## config.mk

```make
export PLATFORM = sky130hd
export DESIGN_NAME = vga_sync_receiver
export DESIGN_NICKNAME = d
export VERILOG_FILES = /design/src/rtl/vga_timing_pkg.sv /design/src/rtl/sync_edge_detect.sv /design/src/rtl/vga_sync_receiver.sv
export SDC_FILE = /design/constraint.sdc
export NUM_CORES = 1
export LEC_CHECK = 0
export CORE_ASPECT_RATIO = 0.75
export CORE_UTILIZATION = 41
export DETAILED_ROUTE_END_ITERATION = 6
export HOLD_SLACK_MARGIN = 0.08
export PLACE_DENSITY = 0.66
export SLEW_MARGIN = 25
export SYNTH_ARGS = -nofsm -noshare
export SYNTH_HDL_FRONTEND = slang
export SYNTH_SLANG_ARGS = --single-unit
```

## constraint.sdc

```tcl
create_clock -name CLK -period 2.3 [get_ports CLK]
set_input_delay 0.46 -clock CLK [delete_from_list [all_inputs] [get_ports CLK]]
set_output_delay 0.46 -clock CLK [all_outputs]
set_load 0.01 [all_outputs]
```

## src/rtl/vga_timing_pkg.sv

```systemverilog
// vga_timing_pkg: shared state type, counter constants and default 640x480 timing
// for the VGA sync receiver.
package vga_timing_pkg;

  localparam int unsigned CntW = 11;
  localparam logic [CntW-1:0] CntMax = 11'd2047;

  localparam int unsigned DefHSyncW     = 96;
  localparam int unsigned DefHBp        = 48;
  localparam int unsigned DefHActive    = 640;
  localparam int unsigned DefVSyncW     = 2;
  localparam int unsigned DefVBp        = 33;
  localparam int unsigned DefVActive    = 480;
  localparam int unsigned DefLockFrames = 2;

  typedef enum logic [1:0] {
    StSearch  = 2'd0,
    StMeasure = 2'd1,
    StLocked  = 2'd2
  } rx_state_e;

  function automatic logic [CntW-1:0] sat_inc(input logic [CntW-1:0] val);
    return (val == CntMax) ? val : val + 1'b1;
  endfunction

endpackage

```

## src/rtl/sync_edge_detect.sv

```systemverilog
// sync_edge_detect: one-cycle pulse on the falling edge of an active-low sync input.
// With VGA_RX_INPUT_SYNC_EN defined the input first crosses a two-flop synchronizer.
module sync_edge_detect (
  input  logic clk_i,
  input  logic rst_i,
  input  logic sync_i,
  output logic fall_o
);

  logic sync_s;

`ifdef VGA_RX_INPUT_SYNC_EN
  logic [1:0] meta_q, meta_d;

  always_comb begin
    meta_d = {meta_q[0], sync_i};
  end

  // Reset high so a released reset never looks like a falling edge.
  always_ff @(posedge clk_i or posedge rst_i) begin
    if (rst_i) begin
      meta_q <= 2'b11;
    end else begin
      meta_q <= meta_d;
    end
  end

  assign sync_s = meta_q[1];
`else
  assign sync_s = sync_i;
`endif

  logic prev_q, prev_d;

  always_comb begin
    prev_d = sync_s;
  end

  always_ff @(posedge clk_i or posedge rst_i) begin
    if (rst_i) begin
      prev_q <= 1'b1;
    end else begin
      prev_q <= prev_d;
    end
  end

  assign fall_o = prev_q & ~sync_s;

endmodule

```

## src/rtl/vga_sync_receiver.sv

```systemverilog
// vga_sync_receiver: measures line/frame periods from H_SYNC/V_SYNC, locks after LOCK_FRAMES
// identical frames and emits raster coordinates. VGA_RX_INPUT_SYNC_EN adds input synchronizers.
module vga_sync_receiver
  import vga_timing_pkg::*;
#(
  parameter int unsigned H_SYNC_W    = DefHSyncW,
  parameter int unsigned H_BP        = DefHBp,
  parameter int unsigned H_ACTIVE    = DefHActive,
  parameter int unsigned V_SYNC_W    = DefVSyncW,
  parameter int unsigned V_BP        = DefVBp,
  parameter int unsigned V_ACTIVE    = DefVActive,
  parameter int unsigned LOCK_FRAMES = DefLockFrames
) (
  input  logic            CLK,
  input  logic            RST,
  input  logic            H_SYNC,
  input  logic            V_SYNC,
  output logic [9:0]      PIXEL_X,
  output logic [9:0]      PIXEL_Y,
  output logic            ACTIVE,
  output logic            LOCKED,
  output logic            FRAME_START,
  output logic            SYNC_LOST,
  output logic [CntW-1:0] H_PERIOD,
  output logic [CntW-1:0] V_LINES
);

  localparam logic [CntW-1:0] HsStart = CntW'(H_SYNC_W + H_BP);
  localparam logic [CntW-1:0] HsEnd   = CntW'(H_SYNC_W + H_BP + H_ACTIVE);
  localparam logic [CntW-1:0] VsStart = CntW'(V_SYNC_W + V_BP);
  localparam logic [CntW-1:0] VsEnd   = CntW'(V_SYNC_W + V_BP + V_ACTIVE);
  localparam logic [2:0]      LockCnt = 3'(LOCK_FRAMES);

  logic hfall, vfall;

  sync_edge_detect u_hsync_edge (
    .clk_i  (CLK),
    .rst_i  (RST),
    .sync_i (H_SYNC),
    .fall_o (hfall)
  );

  sync_edge_detect u_vsync_edge (
    .clk_i  (CLK),
    .rst_i  (RST),
    .sync_i (V_SYNC),
    .fall_o (vfall)
  );

  rx_state_e       state_q, state_d;
  logic [CntW-1:0] h_cnt_q, h_cnt_d;
  logic [CntW-1:0] v_cnt_q, v_cnt_d;
  logic [CntW-1:0] h_period_q, h_period_d;
  logic [CntW-1:0] v_lines_q, v_lines_d;
  logic            h_seen_q, h_seen_d;
  logic            h_valid_q, h_valid_d;
  logic            v_seen_q, v_seen_d;
  logic            v_valid_q, v_valid_d;
  logic            line_bad_q, line_bad_d;
  logic [2:0]      good_cnt_q, good_cnt_d;
  logic            frame_start_q, frame_start_d;
  logic            sync_lost_q, sync_lost_d;

  logic [CntW-1:0] h_meas, v_meas;
  logic            line_bad_now, frame_good, h_sat, enter_search;
  logic [2:0]      good_next;

  always_comb begin
    h_meas       = h_cnt_q + 1'b1;
    v_meas       = v_cnt_q + 1'b1;
    h_sat        = (h_cnt_q == CntMax);
    line_bad_now = hfall & h_valid_q & (h_meas != h_period_q);
    // A mismatch on the very hfall that coincides with vfall still spoils the frame.
    frame_good   = v_valid_q & ~line_bad_q & ~line_bad_now & (v_meas == v_lines_q);
    good_next    = frame_good ? good_cnt_q + 3'd1 : 3'd0;

    h_cnt_d    = hfall ? '0 : sat_inc(h_cnt_q);
    v_cnt_d    = vfall ? '0 : (hfall ? sat_inc(v_cnt_q) : v_cnt_q);
    h_period_d = hfall ? h_meas : h_period_q;
    v_lines_d  = vfall ? v_meas : v_lines_q;
    line_bad_d = vfall ? 1'b0 : (line_bad_q | line_bad_now);

    // Valid flags rise on the second event after entering search.
    h_seen_d  = h_seen_q | hfall;
    h_valid_d = h_valid_q | (hfall & h_seen_q);
    v_seen_d  = v_seen_q | vfall;
    v_valid_d = v_valid_q | (vfall & v_seen_q);

    state_d       = state_q;
    good_cnt_d    = good_cnt_q;
    frame_start_d = 1'b0;
    sync_lost_d   = 1'b0;
    enter_search  = 1'b0;

    unique case (state_q)
      StSearch: begin
        if (vfall) begin
          state_d = StMeasure;
        end
      end
      StMeasure: begin
        if (vfall && !h_sat) begin
          good_cnt_d = good_next;
          if (good_next == LockCnt) begin
            state_d = StLocked;
          end
        end
      end
      StLocked: begin
        if (line_bad_now || h_sat || (vfall && !frame_good)) begin
          state_d      = StSearch;
          sync_lost_d  = 1'b1;
          enter_search = 1'b1;
        end else if (vfall) begin
          frame_start_d = 1'b1;
        end
      end
      default: begin
        state_d      = StSearch;
        enter_search = 1'b1;
      end
    endcase

    if (enter_search) begin
      h_seen_d   = 1'b0;
      h_valid_d  = 1'b0;
      v_seen_d   = 1'b0;
      v_valid_d  = 1'b0;
      good_cnt_d = 3'd0;
    end
  end

  always_ff @(posedge CLK or posedge RST) begin
    if (RST) begin
      state_q       <= StSearch;
      h_cnt_q       <= '0;
      v_cnt_q       <= '0;
      h_period_q    <= '0;
      v_lines_q     <= '0;
      h_seen_q      <= 1'b0;
      h_valid_q     <= 1'b0;
      v_seen_q      <= 1'b0;
      v_valid_q     <= 1'b0;
      line_bad_q    <= 1'b0;
      good_cnt_q    <= 3'd0;
      frame_start_q <= 1'b0;
      sync_lost_q   <= 1'b0;
    end else begin
      state_q       <= state_d;
      h_cnt_q       <= h_cnt_d;
      v_cnt_q       <= v_cnt_d;
      h_period_q    <= h_period_d;
      v_lines_q     <= v_lines_d;
      h_seen_q      <= h_seen_d;
      h_valid_q     <= h_valid_d;
      v_seen_q      <= v_seen_d;
      v_valid_q     <= v_valid_d;
      line_bad_q    <= line_bad_d;
      good_cnt_q    <= good_cnt_d;
      frame_start_q <= frame_start_d;
      sync_lost_q   <= sync_lost_d;
    end
  end

  always_comb begin
    ACTIVE  = (state_q == StLocked) &&
              (h_cnt_q >= HsStart) && (h_cnt_q < HsEnd) &&
              (v_cnt_q >= VsStart) && (v_cnt_q < VsEnd);
    PIXEL_X = ACTIVE ? 10'(h_cnt_q - HsStart) : '0;
    PIXEL_Y = ACTIVE ? 10'(v_cnt_q - VsStart) : '0;
  end

  assign LOCKED      = (state_q == StLocked);
  assign FRAME_START = frame_start_q;
  assign SYNC_LOST   = sync_lost_q;
  assign H_PERIOD    = h_period_q;
  assign V_LINES     = v_lines_q;

endmodule

```

# ---- After elaboration in Yosys (flattened, before gate mapping)
# Cells that the tools add are included.
dict set report totals {
  reg_bits 58
  input_bits 4
  out_inout_bits 46
}
dict set report op_classes {
  n_addsub 5
  magnitude_cmp 4
  eq_ne 13
  n_mux 27
  bitwise_logic 18
  reduce_logical 18
}
# operator n
set ops {}
lappend ops {{$mux W11} 5}
lappend ops {{$add A11 B1 Y11 const B} 2}
lappend ops {{$eq A11 B11 Y1 const B} 2}
lappend ops {{$lt A11 B10 Y1 const B} 2}
lappend ops {{$mux W10} 2}
lappend ops {{$mux W3} 4}
lappend ops {{$eq A11 B11 Y1} 1}
lappend ops {{$ge A11 B6 Y1 const B} 1}
lappend ops {{$ge A11 B8 Y1 const B} 1}
lappend ops {{$ne A11 B11 Y1} 1}
lappend ops {{$mux W1} 10}
lappend ops {{$ne A2 B2 Y1 const B} 5}
lappend ops {{$sub A10 B6 Y10 const B} 1}
lappend ops {{$sub A10 B8 Y10 const B} 1}
lappend ops {{$and A1 B1 Y1} 9}
lappend ops {{$mux W2} 4}
lappend ops {{$logic_and A1 B1 Y1} 6}
lappend ops {{$pmux W2 S3} 1}
lappend ops {{$reduce_bool A2 Y1} 3}
lappend ops {{$or A1 B1 Y1} 5}
lappend ops {{$not A1 Y1} 4}
lappend ops {{$reduce_and A2 Y1} 2}
lappend ops {{$reduce_and A4 Y1} 1}
lappend ops {{$add A3 B1 Y3 const B} 1}
lappend ops {{other kinds (9)} 11}

# ---- Logic depth before layout (Yosys ltp)
# Gate-level depths: netlist of run 1.
dict set report depth {
  depth_word 14
  ltp_mapped 10
}

# ---- By module
# Synthesis of run 1 repeated with hierarchy kept, for this count alone.
dict set report unflattened {
  hier_cells 429
  area_unflattened_um2 3724.8
}
# module n_inst cells_per_inst area_per_inst_um2 seq_area_each_um2
set modules_own_cells {}
lappend modules_own_cells {vga_sync_receiver 1 423 3637.2 1401.3}
lappend modules_own_cells {sync_edge_detect 2 3 43.8 26.3}

# ---- Worst setup path before layout of run 1
# Ideal clock, no wire load.
dict set report synth_path {
  path_type {flip-flop to output port}
  from {register h_cnt_q[4]}
  to {output port PIXEL_X[8]}
  t_arrival_ns 2.046
  required_time_ns 1.840
  slack_ns -0.206
  stages_incl_launch_ff 7
  path_cell_list {dfrtp_1 > buf_4 > o31a_1 > or2_2 > o311ai_2 > clkbuf_1 > nor2_1}
}
dict set report synth_via {
  elab_chain_len 6
}
# element line_no
set synth_rtl {}
lappend synth_rtl {{from (decl)} vga_sync_receiver.sv:51} ;# logic [CntW-1:0] h_cnt_q, h_cnt_d;
lappend synth_rtl {{from (signal assigned)} vga_sync_receiver.sv:150} ;# h_cnt_q <= h_cnt_d;
lappend synth_rtl {{$ge A11 B8 Y1} vga_sync_receiver.sv:167} ;# (h_cnt_q >= HsStart) && (h_cnt_q < HsEnd) &&
lappend synth_rtl {{$logic_and A1 B1 Y1} vga_sync_receiver.sv:166} ;# ACTIVE = (state_q == StLocked) &&
lappend synth_rtl {{$logic_and A1 B1 Y1 (2 in series)} vga_sync_receiver.sv:167}
lappend synth_rtl {{$logic_and A1 B1 Y1} vga_sync_receiver.sv:168} ;# (v_cnt_q >= VsStart) && (v_cnt_q < VsEnd);
lappend synth_rtl {{$mux W10 *} vga_sync_receiver.sv:169} ;# PIXEL_X = ACTIVE ? 10'(h_cnt_q - HsStart) : '0;
lappend synth_rtl {{to (decl)} vga_sync_receiver.sv:18} ;# output logic [9:0] PIXEL_X,
# Every way passes the cells marked *; elsewhere a longest branch is shown, timed or not.

# ---- Worst setup path after layout of run 1
dict set report layout_path {
  from {register v_cnt_q[6]}
  to {output port PIXEL_Y[5]}
}
dict set report layout_via {
  elab_chain_len 4
}
# element line_no
set layout_rtl {}
lappend layout_rtl {{from (decl)} vga_sync_receiver.sv:52} ;# logic [CntW-1:0] v_cnt_q, v_cnt_d;
lappend layout_rtl {{from (signal assigned)} vga_sync_receiver.sv:151} ;# v_cnt_q <= v_cnt_d;
lappend layout_rtl {{$ge A11 B6 Y1} vga_sync_receiver.sv:168}
lappend layout_rtl {{$logic_and A1 B1 Y1} vga_sync_receiver.sv:167}
lappend layout_rtl {{$logic_and A1 B1 Y1 *} vga_sync_receiver.sv:168}
lappend layout_rtl {{$mux W10 *} vga_sync_receiver.sv:170} ;# PIXEL_Y = ACTIVE ? 10'(v_cnt_q - VsStart) : '0;
lappend layout_rtl {{to (decl)} vga_sync_receiver.sv:19} ;# output logic [9:0] PIXEL_Y,
# Marked as above.

==> results of run 1 <==
## worst register-to-register path: stages, from the launching register on
cell,delay (ns)
dfrtp_1,0.37
buf_4,0.14
buf_4,0.13
buf_4,0.13
buf_4,0.13
and3_4,0.15
xnor2_1,0.13
nor4_2,0.27
buf_4,0.18
nand4_1,0.15
nor4b_4,0.25
buf_4,0.17
o2111ai_4,0.20
a22oi_2,0.23
## final cells by class
type / instances / area [µm²] / share of cell area
clock inverters: 5 / 77.6 / 0.0136
flip-flops and latches: 58 / 1450 / 0.255
inverters: 14 / 52.6 / 0.00923
well taps: 128 / 160 / 0.0281
multi-input cells: 320 / 2360 / 0.414
repair buffers: 156 / 1350 / 0.237
clock buffers: 11 / 243 / 0.0426
## synth_stat cells (3+ instances only)
cell	number	share of area
and2_1	12	0.020
o211ai_1	3	0.0059
o21ai_0	30	0.039
inv_1	14	0.014
or3_1	6	0.0098
buf_6	3	0.0088
a21oi_1	29	0.038
nor2b_1	4	0.0065
nand4_1	7	0.011
xnor2_1	35	0.080
xor2_1	19	0.043
nor2_1	33	0.032
clkbuf_1	15	0.015
buf_2	7	0.0091
nand3_2	3	0.0078
nand2b_1	5	0.0082
nor3_1	9	0.012
mux2i_1	3	0.0078
nand3_1	12	0.016
dfrtp_1	56	0.37
nand2_1	52	0.051
ha_1	7	0.023
o2111ai_1	3	0.0069
## metrics by stage
step	total power [mW]	instances
after floorplan	1.68	424
after global routing	3.76	692
after global placement	2.09	662
after CTS	3.60	692
final	3.60	692
after detailed placement	2.10	662
## power groups by stage
| stage | logic, mW | clock network, mW | registers, mW |
|---|---|---|---|
| 2_1_floorplan | 0.467 | 0 | 1.21 |
| 3_3_place_gp | 0.885 | 0 | 1.20 |
| 3_5_place_dp | 0.897 | 0 | 1.20 |
| 4_1_cts | 0.946 | 1.47 | 1.18 |
| 5_1_grt | 1.05 | 1.52 | 1.20 |
| 6_report | 0.967 | 1.44 | 1.19 |
## cell usage in the layout (no fill, tap or decap), types with 8 or more instances in the layout
cell,synthesis,layout
inv_1,14,12
buf_4,2,92
xor2_1,19,18
o21ai_0,30,30
dfrtp_1,56,56
clkdlybuf4s50_1,0,28
nor2_1,33,20
buf_6,3,27
xnor2_1,35,35
and2_1,12,8
a21oi_1,29,24
nand2_1,52,51
nor2_4,0,9
clkbuf_16,0,9
nand3_1,12,10
## cell families (layout without fill, tap and decap cells)
family | count (synthesis) | after routing | synth area share
adders and majority gates | 7 | 7 | 0.0228
AOI/OAI and AO/OA | 83 | 83 | 0.140
DFF | 58 | 58 | 0.379
buffers and inverters | 46 | 186 | 0.0642
and+or+nand+nor | 169 | 169 | 0.240
xor gates and xnor gates | 58 | 58 | 0.146
muxes | 3 | 3 | 0.00783
## what timing repair did
item,4_1_cts,5_1_grt
gates resized for setup,124,22
cloned,0,0
buffers inserted,14,0
setup endpoints to repair,39,36
pin swaps,23,7
## worst max-delay path by stage
stage,startpoint,end,slack (ns),cells after the start
final,v_cnt_q[6],PIXEL_Y[5],-0.42,8
after global routing,v_cnt_q[0],PIXEL_Y[5],-0.59,8
after CTS,v_cnt_q[0],PIXEL_X[7],-0.53,8
after detailed placement,v_cnt_q[1],PIXEL_X[7],-0.56,7
after global placement,v_cnt_q[1],PIXEL_X[7],-0.52,7
after floorplan,h_cnt_q[4],PIXEL_X[2],-0.04,6
## registers in the layout, summed over array words and instances (netlist names), 2 cells and up
name / cells
H_PERIOD: 11
V_LINES: 11
good_cnt_q: 3
h_cnt_q: 11
state_q: 2
v_cnt_q: 11
## layer usage
metal	share of wire	GRT usage
met1	0.47	0.338
met5	0	0
met4	0.016	0.0778
met3	0.052	0.0622
met2	0.46	0.376
==> results.md, run 1 <==
- CP Buf/Inv Count: 2
- Reg2reg end: good_cnt_q[2]
- Synthesis Warnings: 0
- Finished Cell Area: ~5700 µm²
- CTS clock-pin slew for the worst setup and hold paths: 0.05 ns
- Post-synth EDFFs: 0
- Delay-heaviest family, CP: simple AND/OR/NAND/NOR gates
- Int Pwr: 2.57 mW
- Setup crit end kind: output pin
- Wire per inst: 15.9 µm
- Drt drc: 0
- H-tree depth: 3
- Syn avg cell area: 9.05 µm²
- Worst slew margin: 0.660
- Critical path class: reg -> out
- Worst hold slack: between 0.4 and 0.5 ns
- Power share of the clock group: 0.401
- Port Buffer Count: 49
- CTS Hold Buffers Added: 0
- Clk buf depth: 2
- CTS tree: done
- Switch Pwr: ~1.0 mW
- Worst Max-Slew Pin Slew: 0.497 ns
- Critical Path Fanout Max: 7
- Starting density of the core: 0.424
- Detailed Place HPWL: 7660 µm
- Die Y: 85.8 µm
- Pin count of the biggest net entering global routing: 59
- Pwr/cell area: between 600 and 700 nW/µm²
- Via density: 5.18
- Setup WS pre-CTS: -0.562 ns
- Synth Register Bits: 58
- Fin. Hold Viols: 0
- Setup crit start kind: register
- Final setup vio count: 32
- Vias in the first global route: 3525
- WP data required: ~1.8 ns
- Gate Count Post-Synth: 424
- Vias after detailed routing: about 3600
- Slowest CP cell: or3_4
- Clock Skews: 0.00468 ns
- IO Pins: 50
- Post-synthesis sequential area ratio: 0.379
- Sw frac: 0.285
- Root buf cell: clkbuf_16
- Die width: between 100 and 150 µm
- WL final: 11000 µm
- RR Startpoint: v_cnt_q[0]
- Reg2Reg Setup Slack: -0.41 ns
- TritonCTS Buffers: 9
- Ys async rst share: 1.00
- Reg2Reg Depth: 13
- Biggest cell delay along the critical path: roughly 0.4 ns
- Worst Path Arrival: 2.26 ns
- Lkg Pwr: around 2.6 nW
- First-pass GRT wire length: 18100 µm
- Initial antenna violation count: 0
- Post-layout util: 0.629
- Peak Freq: 0.367 GHz
- Comb power frac: 0.269
- Slew Viols, Final: 0
- Netlist cell types: between 60 and 70
- RSZ-0062 raised after global routing: true
- Nets: 570
- Rows: 30
- Grt ovf: 0
- Core Area: a little over 9000 µm²
- Crit-path cells: or3_4 > o31ai_2 > nand2_1 > a21oi_2 > o311ai_4 > buf_4 > nor3_4 > buf_2
- Crit share post-route: 1.18
- Synth Cell Area: 3840 µm²
- TritonCTS Sinks: 58
- TritonRoute pass-1 iters: 4
- Placer's final routability congestion estimate: 0.984
- Flop pwr share: 0.330
- Min-Delay Path Class: in -> async
- Syn Nets: 435
- Antenna cells: 0
- Synth-to-Final Area Change: 48.4%
- Share of cells above drive strength 1: 0.372
- Skew-Pair Late Insertion Delay: ~0.33 ns
- Peak VDD IR: ~0.41 mV
- Die area: 9750 µm²
- Minimum clock period: about 2.7 ns
- Max Cap Viol: 0
- Failing checks: negative setup slack
- 1st-iter DRT viols: around 260
- Setup_tns: -11.41 ns
- Top FF cell, synth: dfrtp_1
- Cell Area, Placed: between 5000 and 6000 µm²
- Final worst setup slack: -0.422 ns
- Fillers: 735
- Status: finished, violations left
- Total track usage: 0.244
- Routed Antenna Nets: 0
(Power assumes the default switching activity.)
==> run 2, diff against run 1 <==
Settings changed: CTS_CLUSTER_SIZE from default to 8, PLACE_DENSITY 0.66 to default.
==> run 2 against run 1 <==
Compared with the run above: the run still ends with negative setup slack left; cell count increased by 1.6%; non-clock buffer count increased by 10; via count increased by 1.6%; die area unchanged; sequential power about the same; sequential share of layout area decreased by 0.42 points; power increased by 0.93%; final area increased by 1.7%; count of clock-buffer cells in the layout decreased by 2; global-route usage decreased by 0.14 points; fmax decreased by 2.8%; utilization increased by 1.1 points; critical path type unchanged; critical endpoint is now PIXEL_Y[9]; largest power group unchanged; highest routed layer unchanged.
==> results.md, run 2 (synthesized netlist as in run 1, its figures left out) <==
- Final worst setup slack: -0.499 ns (was -0.422 ns)
- Die Y: 85.8 µm (unchanged)
- RR Startpoint: v_cnt_q[1] (was v_cnt_q[0])
- Drt drc: 0 (unchanged)
- Wire per inst: 16.0 µm (was 15.9 µm)
- TritonCTS Sinks: 58 (unchanged)
- CTS tree: done (unchanged)
- Vias in the first global route: 3459 (was 3525)
- Setup WS pre-CTS: -0.534 ns (was -0.562 ns)
- Lkg Pwr: 2.62 nW (was 2.58 nW)
- Post-layout util: 0.640 (was 0.629)
- Pin count of the biggest net entering global routing: 59 (unchanged)
- Placer's final routability congestion estimate: 0.925 (was 0.984)
- CTS clock-pin slew for the worst setup and hold paths: 0.05 ns (about the same)
- First-pass GRT wire length: 17900 µm (was 18100 µm)
- Critical path class: reg -> out (unchanged)
- Top Layer Used: met4 (unchanged)
- TritonCTS Buffers: 9 (unchanged)
- Detailed Place HPWL: 8080 µm (was 7660 µm)
- WP data required: 1.84 ns (about the same)
- Peak VDD IR: 0.489 mV (was 0.408 mV)
- Antenna cells: 0 (unchanged)
- Failing checks: negative setup slack (unchanged)
- H-tree depth: 3 (unchanged)
- Die area: 9750 µm² (unchanged)
- WL met2: 4970 µm (was 5090 µm)
- Setup crit start kind: register (unchanged)
- Reg2reg end: good_cnt_q[0] (was good_cnt_q[2])
- Critical Path Fanout Max: 5 (was 7)
- Synth-to-Final Area Change: 50.9% (was 48.4%)
- Skew-Pair Late Insertion Delay: 0.33 ns (about the same)
- Finished Cell Area: 5790 µm² (was 5690 µm²)
- Routed Antenna Nets: 0 (unchanged)
- Clk buf depth: 2 (unchanged)
- 1st-iter DRT viols: 216 (was 259)
- Worst Max-Slew Pin Slew: 0.529 ns (was 0.497 ns)
- Final setup vio count: 32 (unchanged)
- Port Buffer Count: 49 (unchanged)
- RSZ-0062 raised after global routing: true (unchanged)
- Reg2Reg Depth: 12 (was 13)
- Worst Path Arrival: 2.34 ns (was 2.26 ns)
- Slew Viols, Final: 0 (unchanged)
- Worst hold slack: 0.499 ns (was 0.497 ns)
- Met3 wire length: 646 µm (was 567 µm)
- Nets: 581 (was 570)
- Max Cap Viol: 0 (unchanged)
- CTS Hold Buffers Added: 0 (unchanged)
- Pwr/cell area: 627 nW/µm² (was 632 nW/µm²)
- IO Pins: 50 (unchanged)
- Reg2Reg Setup Slack: -0.40 ns (was -0.41 ns)
- Rows: 30 (unchanged)
- Grt ovf: 0 (unchanged)
- Commonest non-fill, non-tap cell in the layout: buf_4 (unchanged)
- Peak Freq: 0.357 GHz (was 0.367 GHz)
- Share of cells above drive strength 1: 0.390 (was 0.372)
- WL final: 11300 µm (was 11000 µm)
- Die width: 114 µm (unchanged)
- Total track usage: 0.243 (was 0.244)
- Status: finished, violations left (unchanged)
- Total chip power: 3.63 mW (was 3.60 mW)
- TritonRoute pass-1 iters: 4 (unchanged)
- Worst slew margin: 0.638 (was 0.660)
- Vias after detailed routing: 3641 (was 3585)
- Starting density of the core: 0.424 (unchanged)
- Crit share post-route: 1.22 (was 1.18)
- Minimum clock period: 2.80 ns (was 2.72 ns)
- Cell Area, Placed: 5120 µm² (was 5070 µm²)
- Min-Delay Path Class: in -> async (unchanged)
- Setup crit end kind: output pin (unchanged)
- Clock Skews: 0.00647 ns (was 0.00468 ns)
- Most frequent cells in the layout: buf_4 (102), dfrtp_1 (56), nand2_1 (51), xnor2_1 (34), o21ai_0 (29) (was buf_4 (92), dfrtp_1 (56), nand2_1 (51), xnor2_1 (35), o21ai_0 (30))
- Core Area: 9050 µm² (unchanged)
- Initial antenna violation count: 0 (unchanged)
- Root buf cell: clkbuf_16 (unchanged)
- Via density: 5.18 (about the same)
- Fin. Hold Viols: 0 (unchanged)
- Wl on met1: 5490 µm (was 5150 µm)
run 2: cell count changes in the layout (fill, tap and decap cells not counted), moves of 2 or more:
cell / delta
a21oi_1: -2
a21oi_2: +2
buf_2: +2
buf_4: +10
ha_1: -3
ha_4: +2
nor3_1: -3
nor3_2: +3
run 2: what timing repair did:
item                       in CTS  in global routing
buffers inserted               11                 10
resized for setup             124                 28
setup endpoints to repair      36                 35
pin swaps                      26                 12
gates cloned                    1                  0
run 2: worst max-delay path, stage by stage, from the launching register on:
cell      delay [ns]
dfrtp_1         0.41
a2111o_1        0.45
o31ai_1         0.21
nand2_1         0.12
a21oi_4         0.17
o311ai_4        0.16
buf_6           0.16
buf_6           0.12
nor2_2          0.08
buf_2           0.13
run 2: where the power goes:
part / internal [mW] / switching [mW] / total (mW) / leakage (nW)
Clock: 0.945 / 0.504 / 1.45 / 0.151
Combinational: 0.503 / 0.474 / 0.976 / 1.71
Sequential: 1.11 / 0.0912 / 1.20 / 0.760
run 2: cell type report:
type,instances,area (µm²)
timing repair buffer,166,1400
multi-input combinational,321,2400
sequential,58,1450
tap,128,160
clock inverter,7,93.8
inverter,14,52.6
fill,787,3260
clock buffer,9,225
run 2: layer usage:
metal | up-vias | GRT usage
li1 | 1751 | -
met1 | 1786 | 0.352
met2 | 92 | 0.353
met3 | 12 | 0.0643
met4 | 0 | 0.0742
met5 | - | 0
run 2: how the worst max path moves through the flow:
stage	end	slack, ns	cells after the start	start
finish	PIXEL_Y[9]	-0.50	9	v_cnt_q[1]
global route	PIXEL_Y[9]	-0.61	9	v_cnt_q[1]
CTS	PIXEL_X[4]	-0.49	9	v_cnt_q[0]
detailed placement	PIXEL_Y[2]	-0.53	8	v_cnt_q[1]
global placement	PIXEL_X[7]	-0.52	7	v_cnt_q[1]
floorplan	PIXEL_X[2]	-0.04	6	h_cnt_q[4]
run 2: stage by stage:
stage,instances,TNS [ns]
after CTS,696,-12.21
after detailed placement,668,-12.80
final,703,-12.42
after global routing,703,-15.22
after global placement,668,-11.92
after floorplan,424,-0.254
